$ cat src/rtl/prio_rr_arbiter.sv
// Four-requester arbiter with fixed-priority or round-robin selection.
// A grant is registered, held while the owner keeps requesting, and
// forcibly removed after HOLD_MAX consecutive cycles (0 = no limit).
// Every release is followed by one dead cycle before the next grant.
module prio_rr_arbiter #(
    parameter int HOLD_MAX = 8,
    parameter int CW       = 4
) (
    input  logic       clk,
    input  logic       reset,
    input  logic       mode,
    input  logic [3:0] req,
    output logic [3:0] grant,
    output logic [2:0] gnt_code,
    output logic       busy,
    output logic       timeout
);

    typedef enum logic {
        IDLE,
        GRANT
    } state_t;

    state_t        state;
    state_t        state_next;
    logic [1:0]    owner;
    logic [1:0]    owner_next;
    logic [1:0]    last;
    logic [1:0]    last_next;
    logic [CW-1:0] hold_cnt;
    logic [CW-1:0] hold_cnt_next;
    logic          timeout_next;

    logic [1:0]    winner;
    logic          found;
    logic [1:0]    probe;
    logic          at_limit;

    // Pick the arbitration winner. Fixed mode takes the highest set index.
    // Round-robin searches L-1, L-2, ..., L; scanning from the far end
    // means the nearest candidate to L-1 is written last and wins.
    always_comb begin
        winner = 2'd0;
        found  = 1'b0;
        probe  = 2'd0;
        if (!mode) begin
            for (int i = 0; i < 4; i++) begin
                if (req[i]) begin
                    winner = 2'(i);
                    found  = 1'b1;
                end
            end
        end else begin
            for (int k = 4; k >= 1; k--) begin
                probe = last - 2'(k);
                if (req[probe]) begin
                    winner = probe;
                    found  = 1'b1;
                end
            end
        end
    end

    // The hold limit only applies when HOLD_MAX is nonzero; HOLD_MAX is
    // expected to fit in CW bits so the counter can actually reach it.
    always_comb begin
        at_limit = (HOLD_MAX != 0) && (32'(hold_cnt) == 32'(HOLD_MAX));
    end

    // Next-state logic: arbitrate from IDLE, release or extend from GRANT.
    always_comb begin
        state_next    = state;
        owner_next    = owner;
        last_next     = last;
        hold_cnt_next = hold_cnt;
        timeout_next  = 1'b0;
        case (state)
            IDLE: begin
                if (found) begin
                    state_next    = GRANT;
                    owner_next    = winner;
                    last_next     = winner;
                    hold_cnt_next = CW'(1);
                end
            end
            GRANT: begin
                if (!req[owner]) begin
                    state_next    = IDLE;
                    hold_cnt_next = '0;
                end else if (at_limit) begin
                    state_next    = IDLE;
                    hold_cnt_next = '0;
                    timeout_next  = 1'b1;
                end else if (hold_cnt != {CW{1'b1}}) begin
                    hold_cnt_next = hold_cnt + CW'(1);
                end
            end
            default: begin
                state_next    = IDLE;
                hold_cnt_next = '0;
            end
        endcase
    end

    // State register plus registered outputs derived from the next state,
    // so grant/gnt_code/busy/timeout all change together on the same edge.
    always_ff @(posedge clk) begin
        if (reset) begin
            state    <= IDLE;
            owner    <= 2'd0;
            last     <= 2'd0;
            hold_cnt <= '0;
            grant    <= 4'd0;
            gnt_code <= 3'd0;
            busy     <= 1'b0;
            timeout  <= 1'b0;
        end else begin
            state    <= state_next;
            owner    <= owner_next;
            last     <= last_next;
            hold_cnt <= hold_cnt_next;
            timeout  <= timeout_next;
            if (state_next == GRANT) begin
                grant    <= 4'b0001 << owner_next;
                gnt_code <= 3'(owner_next) + 3'd1;
                busy     <= 1'b1;
            end else begin
                grant    <= 4'd0;
                gnt_code <= 3'd0;
                busy     <= 1'b0;
            end
        end
    end

endmodule
$ cat config.mk
export PLATFORM = sky130hd
export DESIGN_NAME = prio_rr_arbiter
export DESIGN_NICKNAME = d
export VERILOG_FILES = /design/src/rtl/prio_rr_arbiter.sv
export SDC_FILE = /design/constraint.sdc
export NUM_CORES = 1
export LEC_CHECK = 0
export ABC_CLOCK_PERIOD_IN_PS = 2970
export CAP_MARGIN = 10
export CORE_MARGIN = 2
export CORE_UTILIZATION = 51
export DETAILED_ROUTE_END_ITERATION = 12
export PLACE_DENSITY = 0.88
export SLEW_MARGIN = 20
export SYNTH_ARGS = -nofsm -noshare
export SYNTH_HDL_FRONTEND = slang
export SYNTH_SLANG_ARGS = --single-unit
export TNS_END_PERCENT = 50
$ cat constraint.sdc
create_clock -name clk -period 2.97 [get_ports clk]
set_input_delay 0.891 -clock clk [delete_from_list [all_inputs] [get_ports clk]]
set_output_delay 0.891 -clock clk [all_outputs]
set_load 0.05 [all_outputs]
-- Word level (Yosys, flattened, before mapping)
Cells that the tools add are included.
- bits in registers: 18
- latch bits: 0
- bits in writable memories: 0
- ROM bits: 0
- output and inout port bits: 9
- logic and storage cells: 70
- memories: 0
- add/subtract/negate cells: 5
- multiply operators: 0
- divide/modulo/power cells: 0
- $lt $le $gt $ge: 5
- equality and inequality tests: 4
- shift-type cells: 1
- muxes and demuxes: 40
- bitwise logic cells: 3
- reductions and logical operators: 4
- operators with widths (kind ; number):
    1-bit two-way mux ; 20
    2-bit two-way mux ; 9
    4-bit two-way mux ; 4
    2-bit by 3-bit less-than comparator with 1-bit output (second input constant) ; 5
    1-bit binary-select mux with 2-bit select ; 5
    4-bit one-hot mux with 2 select lines ; 1
    4-bit by 1-bit adder with 4-bit output (second input constant) ; 1
    4-bit equality test (second input constant) ; 1
    4-bit by 3-bit != test with 1-bit output (second input constant) ; 1
    4-bit != test (second input constant) ; 1
    2-bit AND reduction ; 2
    1-bit by 2-bit left shift with 4-bit output (first input constant) ; 1
    2-bit subtractor (second input constant) ; 2
    2-bit by 1-bit adder with 3-bit output (second input constant) ; 1
    1-bit NOT ; 3
    3-bit OR reduction ; 1
    2-bit != test (second input constant) ; 1
    1-bit one-hot mux with 2 select lines ; 1
    2-bit OR reduction ; 1
    2-bit by 1-bit subtractor with 2-bit output (second input constant) ; 1

-- Logic depth before layout (Yosys ltp)
- depth in word-level cells: 11
- mapped depth: 8
- depth with buffers taken out: 7

-- Worst setup path before layout
No wires, ideal clock.
- path type: input to register
- start point: input req[0]
- end point: register gnt_code[1]
- setup time: 0.135 ns
- data arrival time: 2.646 ns
- required time: 2.835 ns
- path slack: 0.189 ns
- stages: 8
- buffers on the path: 2
- cell sequence: buf_6 > or4_1 > buf_2 > o221ai_4 > mux2_4 > ha_1 > nand2_1 > a21oi_1
- elaborated cells on any way between the ends: 32
- RTL lines (item ; line ; text):
    start, declared ; 12 ; input logic [3:0] req,
    1-bit binary-select mux with 2-bit select ; 56 ; if (req[probe]) begin
    1-bit two-way mux (not written as such) ; 56 ;
    2-bit two-way mux or 1-bit two-way mux (tied branches) (4 in series) ; 56 ;
    2-bit two-way mux or 1-bit two-way mux (tied branches) ; 46 ; if (!mode) begin
    2-bit two-way mux (*) ; 79 ; if (found) begin
    2-bit two-way mux (*) ; 77 ; case (state)
    net owner_next[0] ; 27 ; logic [1:0] owner_next;
    2-bit by 1-bit adder with 3-bit output (*) ; 125 ; gnt_code <= 3'(owner_next) + 3'd1;
    end signal, assigned ; 125 ;
    end, declared ; 14 ; output logic [2:0] gnt_code,
Mark *: on every way through the listed nets, which the timed path passes. The rest lies on a longest branch. The select of a mux whose other input is x is not followed.
A chain may end at the register's enable or synchronous reset.

-- Worst setup path after layout
- start point: input mode
- end point: register gnt_code[1]
- elaborated cells on any way between the ends: 9
- RTL lines (item ; line ; text):
    start, declared ; 11 ; input logic mode,
    2-bit two-way mux or 1-bit two-way mux (tied branches) ; 46 ;
    2-bit two-way mux (*) ; 79 ;
    2-bit two-way mux (*) ; 77 ;
    net owner_next[1] ; 27 ;
    2-bit by 1-bit adder with 3-bit output (*) ; 125 ;
Mark *: on every way through the listed nets, which the timed path passes. The rest lies on a longest branch.

==> impl_metrics.ini <==
[yosys]
synthArstFlopShare_pct = 0
synth.area.mux_share_pct = 10.82
synth.avg_cell_area_um2 = 9.043
synth_xor_area_share_pct = 0
synth_flop_cell = dfxtp_1
synth_fa_ha_area_share_pct = 3.774
synth_top_family_by_area = compound AO/OA/AOI/OAI gates
yosysTopAreaCell = dfxtp_1
ys.warnings.count = 0
synth-simple-area-share_pct = 19.75
synth_cells = 110
synth_seq_cells = 17
yosys-top-cells-count = dfxtp_1 (17), nand2_1 (11), a21oi_1 (7), mux2i_1 (7), inv_1 (5)
yosys-top-cells-area = dfxtp_1 (34%), mux2i_1 (7.0%), nand2_1 (4.2%)
synth_top_area_share_pct = 34.21
synth_edf_count = 0
netlist_area_um2 = 994.7
syn-num-nets = 120
yosysUniqueCellTypes = 43
yosysSeqAreaShare_pct = 34.21
post-synth-top-count-cell = dfxtp_1
synth_compound_area_share_pct = 25.66

[finish]
fin_nets = 145
multi_input_area_um2 = 596.8
final_core_util_pct = 70.18
area_delta_synth_final_pct = 25.79
regArea_um2 = 340.3
post_route_cells_drive_above_1_share_pct = 14.93
antennaDiodeCount = 0
design_area_um2 = 1251
num-fill-cells = 134

[worst_setup_path]
slowest_stage = clkdlybuf4s50_1
cp.required_ns = 3.17
path_delay_family = buffers and inverters
startpoint_type = input port
endpoint_kind = register
crit_path_frequent_cell = buf_4
crit_fanout = 8
rrSetupSlack_ns = 0.80
arrival_ns = 2.96
crit_chain = clkdlybuf4s50_1 > nor4bb_1 > a22oi_1 > buf_4 > o221ai_4 > buf_4 > mux2i_1 > ha_1 > nand2_1 > a21oi_1
path_class = in -> reg
crit_path_max_incr_delay_ns = 0.51
critPathBufInv = 3

[placed_design]
dp_hpwl_um = 1699
port_buffers = 15
dpl_cell_area_um2 = 1224
place_ws_ns = -0.1357
gp_congestion = 0.8302

[floorplan]
io_pins = 16
core_um2 = 1783
start_util_pct = 55.79
die-width_um = 48.17
dieArea_um2 = 2320
rows = 15
die_y_um = 48.17

[clocking]
post_cts_buffers = 0
cts.sinks = 17
hold_buffers = 0
clk_pin_slew_worst_paths_ns = 0.10
cts_resized = 0
htree_levels = 1
tritoncts = built
cts_root_buf = clkbuf_4
clk_latency_ns = 0.30
numCtsBuffers = 3
clockBufferDepth = 2

[detailed_routing]
drc = 0
wl_um = 2203
viasPerCell = 5.893
num_vias = 937
detail_route.first_pass.iterations = 4
avgRoutedWirePerCell_um = 13.86
drtAntennaViolNets = 0
drtIter0Drc = 19

[pwr]
power.leakage_nw = 0.4695
ir_drop_mv = 0.4511
power_density_nw_per_um2 = 487.2

[global_routing]
overflow = 0
grt_max_degree = 11
grtUsageTotal_pct = 23.19
grt_pass1_wl_um = 3636
antenna_found_initial = 0
grt_pass1_vias = 829

[timing]
rsz0062_at_grt = false
finalHoldViolations = 0
worst_slack_ns = 0.2082
setup_violations = 0
holdWs_ns = 0.5301
post-route-period-util_pct = 92.99
slew_viol_final = 0
clock_skew_ns = 0.004371
period_needed_ns = 2.762
relSlewSlack_pct = 66.19
fmax_ghz = 0.3621
tightest_slew_ns = 0.5061

[min_path]
hold_class = reg -> reg

[job]
drv_cap = 0

[run_status]
outcome = finished, final reports clean
==> power breakdown <==
| group | total, mW | internal (mW) | switching [mW] | leakage (nW) |
|---|---|---|---|---|
| registers | 0.273 | 0.250 | 0.0235 | 0.140 |
| logic | 0.210 | 0.0929 | 0.117 | 0.312 |
| clock network | 0.127 | 0.0503 | 0.0763 | 0.0177 |
| total | 0.610 | 0.393 | 0.217 | 0.470 |
==> metrics by stage <==
step	instances	total power [mW]	setup TNS, ns
6_report	159	0.6096	0
5_1_grt	159	0.6413	0
4_1_cts	159	0.6119	0
3_5_place_dp	155	0.4871	-0.1953
3_3_place_gp	155	0.4820	-0.05449
2_1_floorplan	110	0.4211	0
==> worst min-delay path, stage by stage (launching register included) <==
cell and delay [ns]:
dfxtp_1 0.33, inv_1 0.07, o31ai_1 0.08
==> sequential cells by signal, summed over array words and instances, names as in the netlist <==
register / flops
hold_cnt: 4
grant: 4
gnt_code: 3
last: 2
busy: 1
timeout: 1
owner: 2
==> cell families (layout without fill, tap and decap cells) <==
logic type	Yosys count	after routing
AND/OR/NAND/NOR	36	36
AO/OA/AOI/OAI	33	33
buffers and inverters	12	36
multiplexers	9	9
flip-flops	17	17
adder cells (fa/ha/maj)	3	3
==> final cells by class <==
type | count | area share [%]
Timing Repair Buffer | 26 | 18.60
Clock buffer | 3 | 1.800
Clock inverter | 1 | 0.4000
Sequential cell | 17 | 27.20
Inverter | 6 | 1.800
Tap cell | 25 | 2.500
Multi-Input combinational cell | 81 | 47.70
==> worst paths after layout <==
path,start,to,cells past startpoint
setup / recovery,mode,gnt_code[1],10
hold / removal,hold_cnt[1],hold_cnt[1],2
hold reg to reg,hold_cnt[1],hold_cnt[1],2
setup reg to reg,last[1],gnt_code[1],9
==> cell usage in the layout (no fill, tap or decap), types with 4 or more instances in the layout <==
cell type,synthesis,routed
inv_1,5,5
o32ai_1,4,4
o21ai_0,4,4
clkdlybuf4s50_1,0,15
nor2_1,4,4
mux2i_1,7,7
dfxtp_1,17,17
buf_4,0,11
a21oi_1,7,7
nand2_1,11,11
==> per-layer routing <==
layer,routed length (µm),GRT usage (%)
met2,1144,40.26
met1,937,26.36
met3,87,6.667
met5,0,0
met4,35,9.730
Note: power is estimated with default switching activity, not from simulation.
